File: config.mk
export PLATFORM = sky130hd
export DESIGN_NAME = pong_engine
export DESIGN_NICKNAME = d
export VERILOG_FILES = /design/src/rtl/pong_pkg.sv /design/src/rtl/push_edge.sv /design/src/rtl/pong_engine.sv
export SDC_FILE = /design/constraint.sdc
export NUM_CORES = 1
export LEC_CHECK = 0
export CORE_MARGIN = 2
export CORE_UTILIZATION = 40
export DETAILED_ROUTE_END_ITERATION = 10
export PLACE_DENSITY = 0.63
export SKIP_LAST_GASP = 1
export SYNTH_ARGS = -nofsm -noshare
export SYNTH_HDL_FRONTEND = slang
export SYNTH_SLANG_ARGS = --single-unit
File: constraint.sdc
create_clock -name CLK -period 4.2 [get_ports CLK]
set_input_delay 0.63 -clock CLK [delete_from_list [all_inputs] [get_ports CLK]]
set_output_delay 0.63 -clock CLK [all_outputs]
set_load 0.1 [all_outputs]
File: src/rtl/pong_pkg.sv
// pong_pkg: shared enums for the bounce-game core
package pong_pkg;
  typedef enum logic [1:0] {IDLE, PLAY, POINT, OVER} state_e;
  typedef enum logic [1:0] {LEFT, STRAIGHT, RIGHT} angle_e;
  typedef enum logic {P1, P2} player_e;
endpackage

File: src/rtl/push_edge.sv
// push_edge: samples the button bus on the bar tick and flags 0->1 transitions
module push_edge (
  input  logic       clk,
  input  logic       rst,
  input  logic       tick_i,
  input  logic [3:0] push_i,
  output logic [3:0] press_o
);
  logic [3:0] new_q, old_q;
  // two-deep sample history per button, advanced only on the bar tick
  always_ff @(posedge clk)
    if (rst) begin
      new_q <= '0;
      old_q <= '0;
    end else if (tick_i) begin
      new_q <= push_i;
      old_q <= new_q;
    end
  assign press_o = tick_i ? new_q & ~old_q : '0;
endmodule

File: src/rtl/pong_engine.sv
// pong_engine: two-bar bounce-game core with serve/point/game-over sequencing and scoring
module pong_engine
  import pong_pkg::*;
#(
  parameter int FIELD_W   = 8,
  parameter int FIELD_H   = 16,
  parameter int BAR1_Y    = 12,
  parameter int BAR2_Y    = 3,
  parameter int BAR_LEN   = 3,
  parameter int BAR_DIV   = 2000,
  parameter int BALL_DIV  = 4000000,
  parameter int HOLD_T    = 8,
  parameter int WIN_SCORE = 9,
  localparam int X_W      = $clog2(FIELD_W),
  localparam int Y_W      = $clog2(FIELD_H),
  localparam int SCORE_W  = $clog2(WIN_SCORE + 1)
) (
  input  logic               CLK,
  input  logic               RST,
  input  logic [3:0]         PUSH,
  output logic [X_W-1:0]     bar1_x,
  output logic [X_W-1:0]     bar2_x,
  output logic [X_W-1:0]     ball_x,
  output logic [Y_W-1:0]     ball_y,
  output logic [1:0]         state,
  output logic [SCORE_W-1:0] score1,
  output logic [SCORE_W-1:0] score2,
  output logic [7:0]         rally
);
  localparam int BW = $clog2(BAR_DIV + 1);
  localparam int LW = $clog2(BALL_DIV + 1);
  localparam int HW = $clog2(HOLD_T + 1);
  localparam logic [X_W-1:0] BAR_MAX = X_W'(FIELD_W - BAR_LEN);
  localparam logic [X_W-1:0] X_MAX = X_W'(FIELD_W - 1);
  localparam logic [X_W-1:0] HALF = X_W'(BAR_LEN / 2);
  localparam logic [X_W:0] LEN = (X_W + 1)'(BAR_LEN);
  localparam logic [Y_W-1:0] ADJ1 = Y_W'(BAR1_Y - 1);
  localparam logic [Y_W-1:0] ADJ2 = Y_W'(BAR2_Y + 1);
  localparam logic [SCORE_W-1:0] WIN = SCORE_W'(WIN_SCORE);
  state_e state_q, state_d;
  player_e server_q, server_d;
  angle_e angle_q, angle_d, step_angle, hit_angle;
  logic up_q, up_d;
  logic [X_W-1:0] bar1_q, bar1_d, bar2_q, bar2_d, ball_x_q, ball_x_d;
  logic [X_W-1:0] def_bar, off, step_x, park_x;
  logic [Y_W-1:0] ball_y_q, ball_y_d;
  logic [SCORE_W-1:0] score1_q, score1_d, score2_q, score2_d;
  logic [7:0] rally_q, rally_d;
  logic [BW-1:0] bar_cnt_q;
  logic [LW-1:0] ball_cnt_q;
  logic [HW-1:0] hold_q, hold_d;
  logic [3:0] press;
  logic bar_tick, ball_tick, serve, at_adj, hit, miss, win, hold_done;
  push_edge u_push (
    .clk(CLK),
    .rst(RST),
    .tick_i(bar_tick),
    .push_i(PUSH),
    .press_o(press)
  );
  assign bar_tick = bar_cnt_q == BW'(BAR_DIV - 1);
  assign ball_tick = ball_cnt_q == LW'(BALL_DIV - 1);
  assign serve = state_q == IDLE && (server_q == P1 ? press[1] : press[3]);
  assign def_bar = up_q ? bar2_q : bar1_q;
  assign off = ball_x_q - def_bar;
  assign at_adj = ball_y_q == (up_q ? ADJ2 : ADJ1);
  assign hit = state_q == PLAY && ball_tick && at_adj && ball_x_q >= def_bar && {1'b0, off} < LEN;
  assign miss = state_q == PLAY && ball_tick && at_adj && !hit;
  assign win = up_q ? score1_q + 1'b1 == WIN : score2_q + 1'b1 == WIN;
  assign hold_done = ball_tick && hold_q == HW'(HOLD_T - 1);
  assign step_angle = angle_q == LEFT && ball_x_q == '0 ? RIGHT : angle_q == RIGHT && ball_x_q == X_MAX ? LEFT : angle_q;
  assign step_x = step_angle == LEFT ? ball_x_q - 1'b1 : step_angle == RIGHT ? ball_x_q + 1'b1 : ball_x_q;
  assign hit_angle = off == '0 ? LEFT : {1'b0, off} == LEN - 1'b1 ? RIGHT : STRAIGHT;
  assign park_x = (server_q == P1 ? bar1_d : bar2_d) + HALF;
  // bars: one cell per press, left beats right, clamped to the field; the serving press never moves its bar
  always_comb begin
    bar1_d = bar1_q;
    bar2_d = bar2_q;
    if (state_q != OVER && !(serve && server_q == P1))
      bar1_d = press[1] ? (bar1_q == '0 ? bar1_q : bar1_q - 1'b1) : press[0] && bar1_q != BAR_MAX ? bar1_q + 1'b1 : bar1_q;
    if (state_q != OVER && !(serve && server_q == P2))
      bar2_d = press[3] ? (bar2_q == '0 ? bar2_q : bar2_q - 1'b1) : press[2] && bar2_q != BAR_MAX ? bar2_q + 1'b1 : bar2_q;
  end
  // state register
  always_ff @(posedge CLK)
    if (RST) state_q <= IDLE;
    else state_q <= state_d;
  // next state: serve starts play, a miss ends the rally, the hold expires back to serving
  always_comb begin
    state_d = state_q;
    case (state_q)
      IDLE:    state_d = serve ? PLAY : IDLE;
      PLAY:    state_d = miss ? (win ? OVER : POINT) : PLAY;
      POINT:   state_d = hold_done ? IDLE : POINT;
      default: state_d = OVER;
    endcase
  end
  // ball, scores and rally: park on the server while serving, step or bounce while playing
  always_comb begin
    server_d = server_q;
    angle_d = angle_q;
    up_d = up_q;
    ball_x_d = ball_x_q;
    ball_y_d = ball_y_q;
    score1_d = score1_q;
    score2_d = score2_q;
    rally_d = serve ? '0 : rally_q;
    hold_d = state_q == POINT ? (ball_tick ? hold_q + 1'b1 : hold_q) : '0;
    if (state_q == IDLE || (state_q == POINT && hold_done)) begin
      ball_x_d = park_x;
      ball_y_d = server_q == P1 ? ADJ1 : ADJ2;
      up_d = server_q == P1;
      angle_d = STRAIGHT;
    end
    if (hit) begin
      up_d = !up_q;
      angle_d = hit_angle;
      rally_d = rally_q == 8'hFF ? rally_q : rally_q + 1'b1;
    end else if (state_q == PLAY && ball_tick) begin
      ball_x_d = step_x;
      ball_y_d = up_q ? ball_y_q - 1'b1 : ball_y_q + 1'b1;
      angle_d = step_angle;
    end
    if (miss) begin
      score1_d = up_q ? score1_q + 1'b1 : score1_q;
      score2_d = up_q ? score2_q : score2_q + 1'b1;
      server_d = up_q ? P2 : P1;
    end
  end
  // datapath registers and the two tick prescalers
  always_ff @(posedge CLK)
    if (RST) begin
      server_q <= P1;
      angle_q <= STRAIGHT;
      up_q <= 1'b1;
      bar1_q <= '0;
      bar2_q <= BAR_MAX;
      ball_x_q <= HALF;
      ball_y_q <= ADJ1;
      score1_q <= '0;
      score2_q <= '0;
      rally_q <= '0;
      hold_q <= '0;
      bar_cnt_q <= '0;
      ball_cnt_q <= '0;
    end else begin
      server_q <= server_d;
      angle_q <= angle_d;
      up_q <= up_d;
      bar1_q <= bar1_d;
      bar2_q <= bar2_d;
      ball_x_q <= ball_x_d;
      ball_y_q <= ball_y_d;
      score1_q <= score1_d;
      score2_q <= score2_d;
      rally_q <= rally_d;
      hold_q <= hold_d;
      bar_cnt_q <= bar_tick ? '0 : bar_cnt_q + 1'b1;
      ball_cnt_q <= serve || ball_tick ? '0 : ball_cnt_q + 1'b1;
    end
  assign state = state_q;
  assign bar1_x = bar1_q;
  assign bar2_x = bar2_q;
  assign ball_x = ball_x_q;
  assign ball_y = ball_y_q;
  assign score1 = score1_q;
  assign score2 = score2_q;
  assign rally = rally_q;
endmodule

; Word-level counts from Yosys, hierarchy flattened
; Index checks and enable logic that the tools add are counted.
[classes]
order_cmp = 2
bitwise = 5
reduce_logical = 38
n_shift = 0
eq_ne = 18
multipliers = 0
div = 0
add_sub_neg = 16
n_mux = 42
[ops]
columns = op, n
row1 = 3-bit 2-to-1 mux, 15
row2 = 4-bit 2-to-1 mux, 7
row3 = 8-bit 2-to-1 mux, 3
row4 = 22-bit by 1-bit adder with 22-bit output (second input constant), 1
row5 = 22-bit equality test (second input constant), 1
row6 = 2-bit 2-to-1 mux, 9
row7 = 4-bit by 1-bit adder with 4-bit output (second input constant), 4
row8 = 1-bit logical AND, 16
row9 = 3-bit by 1-bit adder with 3-bit output (second input constant), 4
row10 = 3-bit zero test, 4
row11 = 11-bit by 1-bit adder with 11-bit output (second input constant), 1
row12 = 11-bit equality test (second input constant), 1
row13 = 3-bit by 1-bit subtractor with 3-bit output (second input constant), 3
row14 = 8-bit by 1-bit adder with 8-bit output (second input constant), 1
row15 = 4-bit equality test (second input constant), 2
row16 = 8-bit equality test (second input constant), 1
row17 = 1-bit 2-to-1 mux, 7
row18 = 2-bit equality test (second input constant), 3
row19 = 2-bit zero test, 3
row20 = 3-bit inequality test (second input constant), 2
row21 = 2-bit one-hot mux with 3 select lines, 1
row22 = 2-bit AND reduction, 3
row23 = 2-bit OR reduction, 3
row24 = 4-bit AND, 1
row25 = other kinds (17), 25
[word_totals]
n_memories = 0
latch_bits = 0
wordCells = 137
inputBits = 6
output_inout_bits = 31
romBits = 0
ram_bits = 0
regBits = 80

; Longest topological paths before layout
[logic_depth]
depth_word = 14
ltp_mapped = 14
depth_no_buf = 12

; Modules after synthesis
; From an unflattened synthesis, not the netlist that was laid out.
[unflattened]
hier_cells = 520
area_unflattened_um2 = 4420.5
[by_module_without_submodules]
columns = module, seq_area_each_um2, area_per_inst_um2, instances, cells_each
row1 = pong_engine, 1441.4, 4115.2, 1, 486
row2 = push_edge, 160.2, 305.3, 1, 34

; Worst setup path after synthesis
; OpenSTA, ideal clock, no wires.
[synth_path]
kind = flip-flop to flip-flop
from = reg bar1_q[0], in the netlist bar1_x[0]
to = reg ball_x_q[0], in the netlist ball_x[0]
arrival_time_ns = 3.428
synth_period_minus_slack_ns = 3.552
setup_time_ns = 0.124
stages_incl_launch_ff = 14
required_time_ns = 4.076
n_path_buf = 1
slack_ns = 0.648
path_cell_list = dfxtp_1 > inv_1 > o21ai_0 > ha_1 > inv_1 > fa_1 > nor3b_1 > o22ai_1 > nor3b_4 > nor2b_1 > buf_6 > mux2_4 > a221oi_2 > o21ai_1
[synth_between]
elab_chain_cells = 10
elab_cells_between_ends = 21
classes_between = add/sub: 4 / order compare: 2 / eq/ne: 2 / mux: 9 / reduce/logical: 4
[synth_lines]
columns = item, line
row1 = from (decl), pong_engine.sv:44  ; logic [X_W-1:0] bar1_q, bar1_d, bar2_q, bar2_d, ball_x_q, ball_x_d;
row2 = from (signal assigned), pong_engine.sv:150  ; bar1_q <= bar1_d;
row3 = "parallel branches: the longest is 10 deep, another holds 3-bit by 1-bit adder with 3-bit output", -
row4 = to (signal assigned), pong_engine.sv:152  ; ball_x_q <= ball_x_d;
row5 = to (decl), pong_engine.sv:44
; Several ways; the timed one is not identified.
; A chain may end at the register's enable or synchronous reset.

; Worst setup path in the final report
; Same ends and word-level chain as after synthesis.

==> out/metrics.csv <==
stage,metric,value,unit
detailed_routing,drt-initial-drc-count,146,
worst_setup_path,r2r_cells,12,
sta,tightest_slew,1.00,ns
sta,fin_skew,0.0106,ns
placed_design,gp_congestion,0.787,
sta,min_period_over_period,0.813,
detailed_routing,wire_per_inst,13.6,microns
synth,synth_compound_area_frac,0.127,
worst_setup_path,reg2reg_from,bar1_x[0],
clock_network,cts.clk_slew.worst_paths,0.09,ns
global_routing,overflow,0,
cells_and_area,fin_nets,583,
detailed_routing,wl,9500,microns
power,p_leak,1.78,nW
synth,synth_flop_cell,dfxtp_1,
power,p_per_area,285,nW/um^2
flow_run,max-cap-violations,0,
synth,synth-edff-count,0,
placed_design,portBuffers,36,
worst_hold_path,holdPathStages,2,
clock_network,cts_post_setup_buffers_inserted,0,
synth,synth-xor-area-share,0.0888,
synth,syn_avg_cell_area,8.38,sq um
worst_hold_path,hold_end,u_push.old_q[3],
global_routing,grt_max_degree,45,
global_routing,grt_use_total,0.172,
clock_network,cts_htree_levels,3,
global_routing,grt_pass1_wl,16200,microns
worst_hold_path,worst_hold_path_type,flop to flop,
sta,finalMaxSlewViolations,0,
detailed_routing,dr_total_vias,3622,
synth,synth_nets,549,
synth,synth_cell_type_count,59,
cells_and_area,final_common_cell,dfxtp_1,
sta,grt_setup_unrepaired,false,
cells_and_area,syn2layout_area_growth,16.5,%
worst_setup_path,start_kind,flop,
clock_network,cts_resized,0,
synth,yosys_warnings,0,
power,peakVddDrop,0.159,mV
synth,synthCells,518,
clock_network,clkLatencyLatePin,0.36,ns
sta,timing.final.ws_setup,0.786,ns
die,fp.coreArea,10700,sq um
cells_and_area,layout_common_cells,"dfxtp_1, nor2_1, nand2_1",
worst_hold_path,hold_start,u_push.old_q[3],
placed_design,hpwl,7090,microns
sta,max_freq,0.293,GHz
die,ios,37,
synth,ys_seq_area_frac,0.369,
die,placementRows,38,
die,dieWidth,108,microns
worst_setup_path,worstSetupEndpointType,flop,
worst_setup_path,r2r_slack,0.79,ns
die,die_y,108,microns
worst_setup_path,cp.arrival,3.63,ns
clock_network,cts_made_buffers,9,
synth,syn_area,4340,sq um
sta,hold_violations,0,
cells_and_area,multi_input_area,2580,sq um
sta,final.min_clock_period,3.41,ns
synth,async_flop_share,0,
detailed_routing,ant_nets,0,
die,die_area,11700,sq um
synth,yosys.area_share.simple,0.283,
cells_and_area,seq_area,1600,sq um
cells_and_area,post_route_cells_drive_above_1_share,0.0646,
worst_setup_path,path_max_fanout,10,
placed_design,dp_slack,0.785,ns
detailed_routing,drc,0,
global_routing,grt_antenna_before_repair,0,
sta,fin_setup_tns,0,ns
cells_and_area,diodes,0,
detailed_routing,first_pass_iters,4,
worst_setup_path,required,4.42,ns
cells_and_area,fillers,1043,
synth,synthMuxAreaShare,0.0196,
synth,synthAdderAreaFrac,0.0772,
worst_setup_path,worstReg2RegEnd,ball_x[0],
sta,setup_violations,0,
clock_network,cts_sinks,80,
sta,relSlewSlack,0.329,
clock_network,cts_tree,done,
die,start_util,0.406,
clock_network,cts-root-buf,clkbuf_8,
status,status,completed,
clock_network,cts-hold-fix-buffers,0,
clock_network,clock_path_buffers,2,
detailed_routing,via_per_inst,5.20,
worst_setup_path,critPathKind,flop to flop,
synth,synth_top_family_by_area,simple AND/OR/NAND/NOR gates,
synth,synth-seq-cells,80,
global_routing,grt_pass1_vias,3499,
==> synth_stat cells, drive strengths merged (3+ instances only) <==
master	n	area, sq um
a211oi	4	30.0
a21o	3	22.5
a21oi	31	159
a31oi	4	25.0
and3	5	31.3
buf	4	23.8
clkbuf	12	45.0
dfxtp	80	1600
fa	3	60.1
ha	22	275
inv	23	86.3
mux2i	7	70.1
nand2	44	165
nand2b	13	81.3
nand3	24	120
nand3b	6	45.0
nand4	14	87.6
nor2	73	274
nor2b	8	50.1
nor3	11	55.1
nor3b	5	48.8
nor4	3	46.3
o21ai	23	115
o311ai	3	26.3
or2	4	25.0
or3	12	75.1
or3b	4	35.0
xnor2	25	219
xor2	19	166
==> registers in the layout (all words and copies together), names as in the netlist <==
signal / cells
u_push.old_q: 4
ball_x: 3
up_q: 1
score2: 4
rally: 8
score1: 4
server_q: 1
u_push.new_q: 4
bar2_x: 3
hold_q: 4
angle_q: 2
ball_y: 4
bar1_x: 3
state: 2
bar_cnt_q: 11
ball_cnt_q: 22
==> cells by family after synthesis <==
family / count (synthesis)
mux: 8
buf+inv: 39
compound gates: 87
fa+ha+maj: 25
simple gates: 235
xor+xnor: 44
flops: 80
==> worst max-delay path by stage <==
stage	start	end	slack (ns)	depth (start not counted)
finish	bar1_x[0]	ball_x[0]	0.79	12
global route	bar1_x[0]	ball_x[0]	0.52	12
CTS	bar1_x[0]	ball_x[0]	0.78	12
detailed placement	bar1_x[0]	ball_x[0]	0.79	12
global placement	bar1_x[0]	ball_x[0]	0.97	12
floorplan	bar1_x[0]	ball_x[0]	0.65	13
==> metrics by stage <==
stage	std cells	area, sq um	hold slack [ns]	power (mW)	util
after floorplan	518	4340	0.430	0.804	-
after global placement	681	4830	0.443	0.814	0.452
after detailed placement	681	4830	0.453	0.814	0.452
after CTS	697	5060	0.465	1.46	0.473
after global routing	697	5060	0.501	1.50	0.473
final	697	5060	0.461	1.44	0.473
==> metal layers <==
metal / vias up / global-route usage / share of wire
met3: 5 / 0.0404 / 0.033
met5: - / 0 / 0
met2: 47 / 0.296 / 0.49
met1: 1704 / 0.215 / 0.47
met4: 0 / 0.0458 / 0.0077
li1: 1866 / - / -
==> worst max-delay path, cell delays in order (launching register included) <==
cell and delay, ns:
dfxtp_1 0.45, inv_1 0.09, o21ai_0 0.17, ha_1 0.20, inv_1 0.06, fa_1 0.49, inv_1 0.04, o22ai_1 0.32
nor3b_4 0.13, nor2b_1 0.60, mux2_4 0.38, a221oi_2 0.26, o21ai_1 0.09
==> power by group <==
part | internal [mW] | switching, mW
clock | 0.341 | 0.303
sequential | 0.763 | 0.00486
combinational | 0.0112 | 0.0173
total | 1.11 | 0.326
==> cell type report <==
class                      count  share of cell area
tap                          140              0.0346
clock buffer                   9              0.0245
clock inverter                 7              0.0203
sequential                    80               0.317
timing repair buffer          39              0.0757
inverter                      23              0.0171
multi-input combinational    399               0.511
No activity file was read; power rests on OpenSTA's default activity.
